File: src/rtl/truth_table_sweeper.sv
// truth_table_sweeper
//
// Walks a downstream 4-input combinational block through all 16 input
// combinations. Each combination is held for DWELL clock cycles. On the last
// cycle of each hold, the three responses f/g/h are captured into the bit of
// f_vec/g_vec/h_vec that matches the combination. One extra DONE cycle ends
// each sweep.
//
// Ports
//   clk            single clock; all state changes on its rising edge
//   reset          synchronous, active-high; clears the FSM and all results
//   start          begins a 16-combination sweep; only accepted in IDLE
//   A, B, C, D     stimulus to the downstream block; A is the index MSB
//   f, g, h        responses from the downstream block
//   busy           high for the 16*DWELL cycles of a sweep
//   done           one-cycle pulse after the final capture
//   index          combination currently applied ({A,B,C,D})
//   f_vec, g_vec, h_vec  captured truth tables; bit n = response to combination n
module truth_table_sweeper #(
    parameter int DWELL = 2
) (
    input  logic        clk,
    input  logic        reset,
    input  logic        start,
    output logic        A,
    output logic        B,
    output logic        C,
    output logic        D,
    input  logic        f,
    input  logic        g,
    input  logic        h,
    output logic        busy,
    output logic        done,
    output logic [3:0]  index,
    output logic [15:0] f_vec,
    output logic [15:0] g_vec,
    output logic [15:0] h_vec
);

    localparam logic [7:0] DWELL_LAST = 8'(DWELL - 1);

    typedef enum logic [1:0] {
        IDLE  = 2'd0,
        SWEEP = 2'd1,
        DONE  = 2'd2
    } state_t;

    state_t     state_q;
    state_t     state_d;
    logic [7:0] dwell_cnt;
    logic       last_tick;
    logic       last_combo;

    assign last_tick  = (dwell_cnt == DWELL_LAST);
    assign last_combo = (index == 4'd15);

    // Stimulus comes straight from the registered index so the downstream
    // block sees each combination for the full dwell window.
    assign {A, B, C, D} = index;

    assign busy = (state_q == SWEEP);
    assign done = (state_q == DONE);

    always_ff @(posedge clk) begin
        if (reset) begin
            state_q <= IDLE;
        end else begin
            state_q <= state_d;
        end
    end

    always_comb begin
        state_d = state_q;
        case (state_q)
            IDLE: begin
                if (start) begin
                    state_d = SWEEP;
                end
            end
            SWEEP: begin
                if (last_tick && last_combo) begin
                    state_d = DONE;
                end
            end
            DONE: begin
                state_d = IDLE;
            end
            default: begin
                state_d = IDLE;
            end
        endcase
    end

    always_ff @(posedge clk) begin
        if (reset) begin
            index     <= 4'd0;
            dwell_cnt <= 8'd0;
            f_vec     <= 16'd0;
            g_vec     <= 16'd0;
            h_vec     <= 16'd0;
        end else begin
            case (state_q)
                IDLE: begin
                    // Results persist in IDLE and are only wiped when a new
                    // sweep is actually accepted.
                    if (start) begin
                        index     <= 4'd0;
                        dwell_cnt <= 8'd0;
                        f_vec     <= 16'd0;
                        g_vec     <= 16'd0;
                        h_vec     <= 16'd0;
                    end
                end
                SWEEP: begin
                    if (last_tick) begin
                        f_vec[index] <= f;
                        g_vec[index] <= g;
                        h_vec[index] <= h;
                        dwell_cnt    <= 8'd0;
                        // Natural 4-bit wrap returns index to 0 after 15, so
                        // no 17th combination is ever presented.
                        index        <= index + 4'd1;
                    end else begin
                        dwell_cnt <= dwell_cnt + 8'd1;
                    end
                end
                default: begin
                end
            endcase
        end
    end

endmodule

File: config.mk
export PLATFORM = sky130hd
export DESIGN_NAME = truth_table_sweeper
export DESIGN_NICKNAME = d
export VERILOG_FILES = /design/src/rtl/truth_table_sweeper.sv
export SDC_FILE = /design/constraint.sdc
export NUM_CORES = 1
export LEC_CHECK = 0
export BUFFER_PORTS_ARGS = -buffer_cell sky130_fd_sc_hd__buf_4
export CAP_MARGIN = 20
export CELL_PAD_IN_SITES_DETAIL_PLACEMENT = 1
export CELL_PAD_IN_SITES_GLOBAL_PLACEMENT = 1
export CORE_MARGIN = 4
export CORE_UTILIZATION = 43
export DETAILED_ROUTE_END_ITERATION = 12
export PLACE_DENSITY = 0.86
export SLEW_MARGIN = 20
export SYNTH_ARGS = -nofsm -noshare
export SYNTH_HDL_FRONTEND = slang
export SYNTH_SLANG_ARGS = --single-unit
File: constraint.sdc
create_clock -name clk -period 5.74 [get_ports clk]
set_input_delay 1.435 -clock clk [delete_from_list [all_inputs] [get_ports clk]]
set_output_delay 1.435 -clock clk [all_outputs]
set_load 0.01 [all_outputs]
Yosys cells after proc, flatten, opt, wreduce, memory -nomap -nowiden --
Index checks and enable logic that the tools add are counted.
Storage, ports and cells: bits in registers 62, input port bits 6, output and inout bits 58, word-level logic and storage cells 45
Cells by class: add/sub/neg operators 2, $lt $le $gt $ge 2, equality and inequality tests 7, mux-type cells 21, reduce and logical (&&, ||, !) cells 7
Operators with widths (number):
- $pmux W16 S2 | 3
- $mux W16 | 4
- $bwmux W16 | 3
- $mux W8 | 2
- $pmux W8 S2 | 1
- $add A8 B1 Y8 const B | 1
- $eq A8 B1 Y1 const B | 1
- $mux W4 | 2
- $pmux W4 S2 | 1
- $lt A4 B5 Y1 const B | 1
- $add A4 B1 Y4 const B | 1
- $demux W1 S4 | 1
- $eq A4 B4 Y1 const B | 1
- $ge A4 B1 Y1 const B | 1
- $mux W2 | 2
- $ne A2 B1 Y1 const B | 2
- $pmux W2 S2 | 1
- $reduce_and A2 Y1 | 2
- $reduce_and A3 Y1 | 1
- $eq A2 B1 Y1 const B | 1
- $eq A2 B2 Y1 const B | 1
- $logic_and A1 B1 Y1 | 2
- $logic_not A2 Y1 | 1
- $ne A2 B2 Y1 const B | 1
- 2 further kinds | 2

Longest topological paths before layout --
Gate-level depths: netlist of run 1.
depth after elaboration 7, mapped depth 7, mapped depth without buffers 6

Least setup slack after synthesis of run 1 --
Ideal clock, no wire load.
path kind in2reg, from input port start, to register f_vec[8], library setup time 121 ps, arrival time 2663 ps, data required time 5619 ps, setup slack 2956 ps, stages on the path 6, path buffers 2, cells stage by stage nor3b_1 or2_2 clkbuf_1 buf_2 a21oi_1 a2bb2o_1
On the way: longest elaborated chain between the ends 2
RTL lines:
- start, declared | RTL line 24 | input logic start,
- $ne A2 B2 Y1 (no line)
- $reduce_and A3 Y1 (no line)
- end signal, assigned | RTL line 98 | f_vec <= 16'd0;
- end signal, assigned | RTL line 109 | f_vec <= 16'd0;
- end signal, assigned by index | RTL line 116 | f_vec[index] <= f;
- end, declared | RTL line 35 | output logic [15:0] f_vec,
Every way passes these cells. A chain may end at the register's enable or synchronous reset.

Worst setup path in the final report of run 1 --
from register state_q[0], to output port busy
On the way: longest elaborated chain between the ends 1
RTL lines:
- start, declared | RTL line 48 | state_t state_q;
- start signal, assigned | RTL line 68 | state_q <= state_d;
- $eq A2 B1 Y1 | RTL line 61 | assign busy = (state_q == SWEEP);
- end, declared | RTL line 32 | output logic busy,
Every way passes these cells.

==> results.toml, run 1 <==
[run_status]
status = "finished clean"

[route]
avgViaCountPerCell = 5.80
num_vias = 2243
routedWlPerCell_um = 20.1
ant_nets = 0
routed_wl_um = 7760
first_iter_violations = 88
drc = 0
dr.pass1.iters = 4

[clock_tree]
cts_buffers = 9
clockBufferDepth = 2
clock_sinks = 62
clk_pin_slew_ns = 0.07
clkLatencyLatePin_ns = 0.35
cts_tree = "built"
root_buffer = "clkbuf_8"
htreeDepth = 3
cts_resized = 0
cts_hold_repair.buffers = 0
post_cts_buffers = 0

[finish]
fin_nets = 322
drive_gt1_frac = 0.295
final_core_util = 0.574
antennaDiodeCount = 0
area_growth_pct = 26.4

[die]
fp.dieH_um = 85.2
pin_count = 64
rows = 27
dieWidth_um = 85.2
die_area_um2 = 7250
start_util = 0.454
core_area_um2 = 5640

[synth]
syn_area_um2 = 2560
synth_common_cells = "62 x dfxtp_1, 27 x o2bb2ai_1, 19 x a21oi_1"
synth_cell_types = 45
yosysMostFrequentCell = "dfxtp_1"
yosysTopAreaCellShare = 0.485
synth_cells = 252
syn_avg_cell_area_um2 = 10.2
synth_nets = 264
synth-edff-count = 0
yosys_warnings = 0
ys_seq_area_frac = 0.485
synth_seq_cells = 62
yosys.area.top_type = "dfxtp_1"
synthArstFlopShare = 0
synth_ff_type = "dfxtp_1"
synth_area_leaders = "dfxtp_1 48%, o2bb2ai_1 9.2%, a21oi_1 3.7%"

[timing]
relSlewSlack = 0.307
period_share = 0.496
setup_viol_count_final = 0
report.final.slew_viol_count = 0
rsz0062_at_grt = "no"
timing.hold.ws_ns = 0.466
clock_skew_ns = 0.00811
post-route-min-period_ns = 2.85
fmax_ghz = 0.351
finalSetupTns_ns = 0
worst_pin_slew_ns = 1.03
hold_viol = 0

[critical_path]
cp.arrival_ns = 1.41
required_ns = 4.30
startpoint_type = "register"
worstReg2RegStart = "dwell_cnt[0]"
crit_path_start = "state_q[0]"
end_kind = "primary output"
worstSetupPathType = "reg -> out"
cp_max_fo = 8

[global_route]
grt_pass1_wl_um = 12400
grt_pass1_vias = 2334
grt_use_total = 0.220
grt_max_degree = 17
antenna_found_initial = 0
grt_overflow = 0

[power]
p_per_area_nw_per_um2 = 273
leakagePower_nw = 1.33
peakVddDrop_v = 0.000123

[place]
dp_hpwl_um = 5340
portBuffers = 63
gp_congestion = 0.812

[min_path]
hp-class = "reg -> reg"
hold_start = "f_vec[14]"

[flow_run]
max_cap_violations = 0
-- sequential cells by signal, indices dropped and copies added (netlist names) --
name and cells:
dwell_cnt 8, f_vec 16, g_vec 16, h_vec 16
index 4, state_q 2
-- worst max-delay path, stage by stage (launching register included) --
cell      delay, ns
dfxtp_1        0.43
nand2b_1       0.24
inv_2          0.23
buf_4          0.16
-- metal layers --
metal  share of wire  track usage
met1            0.46        0.283
met2            0.46        0.341
met3           0.057       0.0563
met4           0.017        0.108
met5               0            0
-- cell families (layout without fill, tap and decap cells) --
group                    count (synthesis)  in the layout  share of synthesized area
AO/OA/AOI/OAI                           81             81                      0.248
XOR/XNOR                                 2              2                    0.00684
adder cells (fa/ha/maj)                  6              6                     0.0293
buffers and inverters                   22             85                     0.0455
flip-flops                              62             62                      0.485
multiplexers                             2              2                    0.00782
AND/OR/NAND/NOR                         77             77                      0.177
-- power by group --
| part | internal [mW] | leakage [nW] | switching (mW) | total (mW) |
|---|---|---|---|---|
| clock network | 0.214 | 0.0951 | 0.188 | 0.402 |
| logic | 0.0142 | 0.737 | 0.0314 | 0.0456 |
| registers | 0.432 | 0.500 | 0.00332 | 0.435 |
| total | 0.660 | 1.33 | 0.222 | 0.883 |
-- through the flow --
stage               setup slack [ns]  instances  cell area [um2]  total power [mW]
global placement                2.83        371             3030             0.487
finish                          2.89        387             3240             0.883
global route                    2.83        387             3240             0.913
floorplan                       2.96        252             2560             0.474
CTS                             2.91        387             3240             0.885
detailed placement              2.73        371             3030             0.489
-- cell type report --
cell class	instances	area [um2]
inverter	6	22.5
multi-input combinational	168	1200
fill	652	2400
clock inverter	6	70.1
clock buffer	10	138
timing repair buffer	63	473
tap	72	90.1
sequential	62	1240
-- worst paths after layout --
check	to	slack, ns	depth (start not counted)
setup reg to reg	f_vec[1]	3.23	5
setup / recovery	busy	2.89	3
hold reg to reg	f_vec[14]	0.47	1
hold / removal	f_vec[14]	0.47	1
-- cell usage in the layout, fill, tap and decap left out, drive strengths merged, types with 2 or more instances in the layout --
master,instances
or4b,2
nor4b,3
a21oi,19
dfxtp,62
clkbuf,10
nand4,6
nand2b,3
nor3,3
a31oi,3
o2bb2ai,27
nand3,14
a211oi,2
buf,63
nor2,13
or3,2
mux2i,2
nand2,17
and3,5
clkinvlp,3
or4,2
a2bb2o,12
or2,2
ha,6
inv,7
o21ai,12
o21a,2
No activity file was read; power rests on OpenSTA's default activity.
==> run 2, diff against run 1 <==
- CORE_UTILIZATION: 43 -> 36
- PLACE_DENSITY: 0.86 -> 0.77
- clock period: 5.74 -> 2.5 ns (I/O delays scaled with it)
==> results.toml, run 2 (same netlist as run 1, synthesis figures left out) <==
[run_status]
status = "finished clean"

[clock_tree]
clk_pin_slew_ns = 0.08
clockBufferDepth = 2
cts_hold_repair.buffers = 0
cts_buffers = 9
cts_tree = "built"
clkLatencyLatePin_ns = 0.35
post_cts_buffers = 0
clock_sinks = 62
root_buffer = "clkbuf_8"
cts_resized = 0
htreeDepth = 3

[route]
routedWlPerCell_um = 18.5
routed_wl_um = 7730
first_iter_violations = 106
ant_nets = 0
avgViaCountPerCell = 5.46
drc = 0
dr.pass1.iters = 4
num_vias = 2284

[min_path]
hp-class = "reg -> reg"

[finish]
fin_nets = 329
antennaDiodeCount = 0
layout_common_cells = "70 x buf_4, 62 x dfxtp_1, 27 x o2bb2ai_1"
layout_commonest_cell = "buf_4"
top_regs = "f_vec (16), g_vec (16), h_vec (16)"
area_growth_pct = 29.6
drive_gt1_frac = 0.311

[timing]
worst_pin_slew_ns = 0.805
period_share = 0.870
post-route-min-period_ns = 2.18
hold_viol = 0
clock_skew_ns = 0.0115
relSlewSlack = 0.460
rsz0062_at_grt = "no"
fmax_ghz = 0.460
setup_slack_ns = 0.325
setup_viol_count_final = 0
report.final.slew_viol_count = 0
finalSetupTns_ns = 0

[critical_path]
crit_chain = "ha_1, nor4b_4, nand3_4, or4_1, a2bb2o_1"
worstSetupPathType = "reg -> reg"
required_ns = 2.79
cp.arrival_ns = 2.47
cp_slowest_stage_delay_ns = 0.66
reg2reg_setup_slack_ns = 0.32
startpoint_type = "register"
cp_slowest_cell = "or4_1"
end_kind = "register"
cp_max_fo = 12

[die]
rows = 30
pin_count = 64
start_util = 0.373
dieWidth_um = 92.3
core_area_um2 = 6870
die_area_um2 = 8520
fp.dieH_um = 92.3

[global_route]
grt_use_total = 0.191
grt_overflow = 0
grt_max_degree = 17
antenna_found_initial = 0
grt_pass1_wl_um = 12600
grt_pass1_vias = 2382

[power]
finalPower_mw = 2.04
leakagePower_nw = 1.37
p_per_area_nw_per_um2 = 614
peakVddDrop_v = 0.000318

[place]
gp_congestion = 0.803
portBuffers = 63
dp_hpwl_um = 5610
dp_slack_ns = 0.327

[flow_run]
max_cap_violations = 0
run 2: path summary, 6_finish.rpt:
| kind | from | depth (start not counted) | to |
|---|---|---|---|
| max | dwell_cnt[0] | 5 | f_vec[1] |
| min | h_vec[9] | 1 | h_vec[9] |
| max reg2reg | dwell_cnt[0] | 5 | f_vec[1] |
| min reg2reg | h_vec[9] | 1 | h_vec[9] |
run 2: layer usage:
metal	global-route usage	part of all wire	vias to the layer above
met1	0.254	0.47	1151
li1	-	-	1072
met5	0	0	-
met4	0.0668	0.016	0
met3	0.0414	0.034	11
met2	0.304	0.48	50
run 2: final cells by class:
| class | count | area, um2 |
|---|---|---|
| Clock buffer | 10 | 138 |
| Tap cell | 96 | 120 |
| Sequential cell | 62 | 1240 |
| Timing Repair Buffer | 70 | 526 |
| Multi-Input combinational cell | 168 | 1200 |
| Fill cell | 812 | 3550 |
| Inverter | 6 | 22.5 |
| Clock inverter | 6 | 68.8 |
run 2: per-stage QoR:
stage | utilization | hold WS, ns | std cells | cell area (um2)
floorplan | - | 0.478 | 252 | 2560
global placement | 0.453 | 0.452 | 402 | 3110
detailed placement | 0.453 | 0.448 | 402 | 3110
CTS | 0.483 | 0.471 | 418 | 3320
global route | 0.483 | 0.493 | 418 | 3320
finish | 0.483 | 0.466 | 418 | 3320
run 2: critical path: cells and delay by family (launching register included):
family | cells | cell delay [ns]
simple gates | 3 | 1.16
flops | 1 | 0.43
compound gates | 1 | 0.34
fa+ha+maj | 1 | 0.19
run 2: report_power, final:
part           total [mW]  internal, mW  switching (mW)  leakage (nW)
clock               0.926         0.492           0.434         0.103
sequential          0.999         0.992         0.00722         0.500
combinational       0.112        0.0388          0.0733         0.772
total                2.04          1.52           0.514          1.37
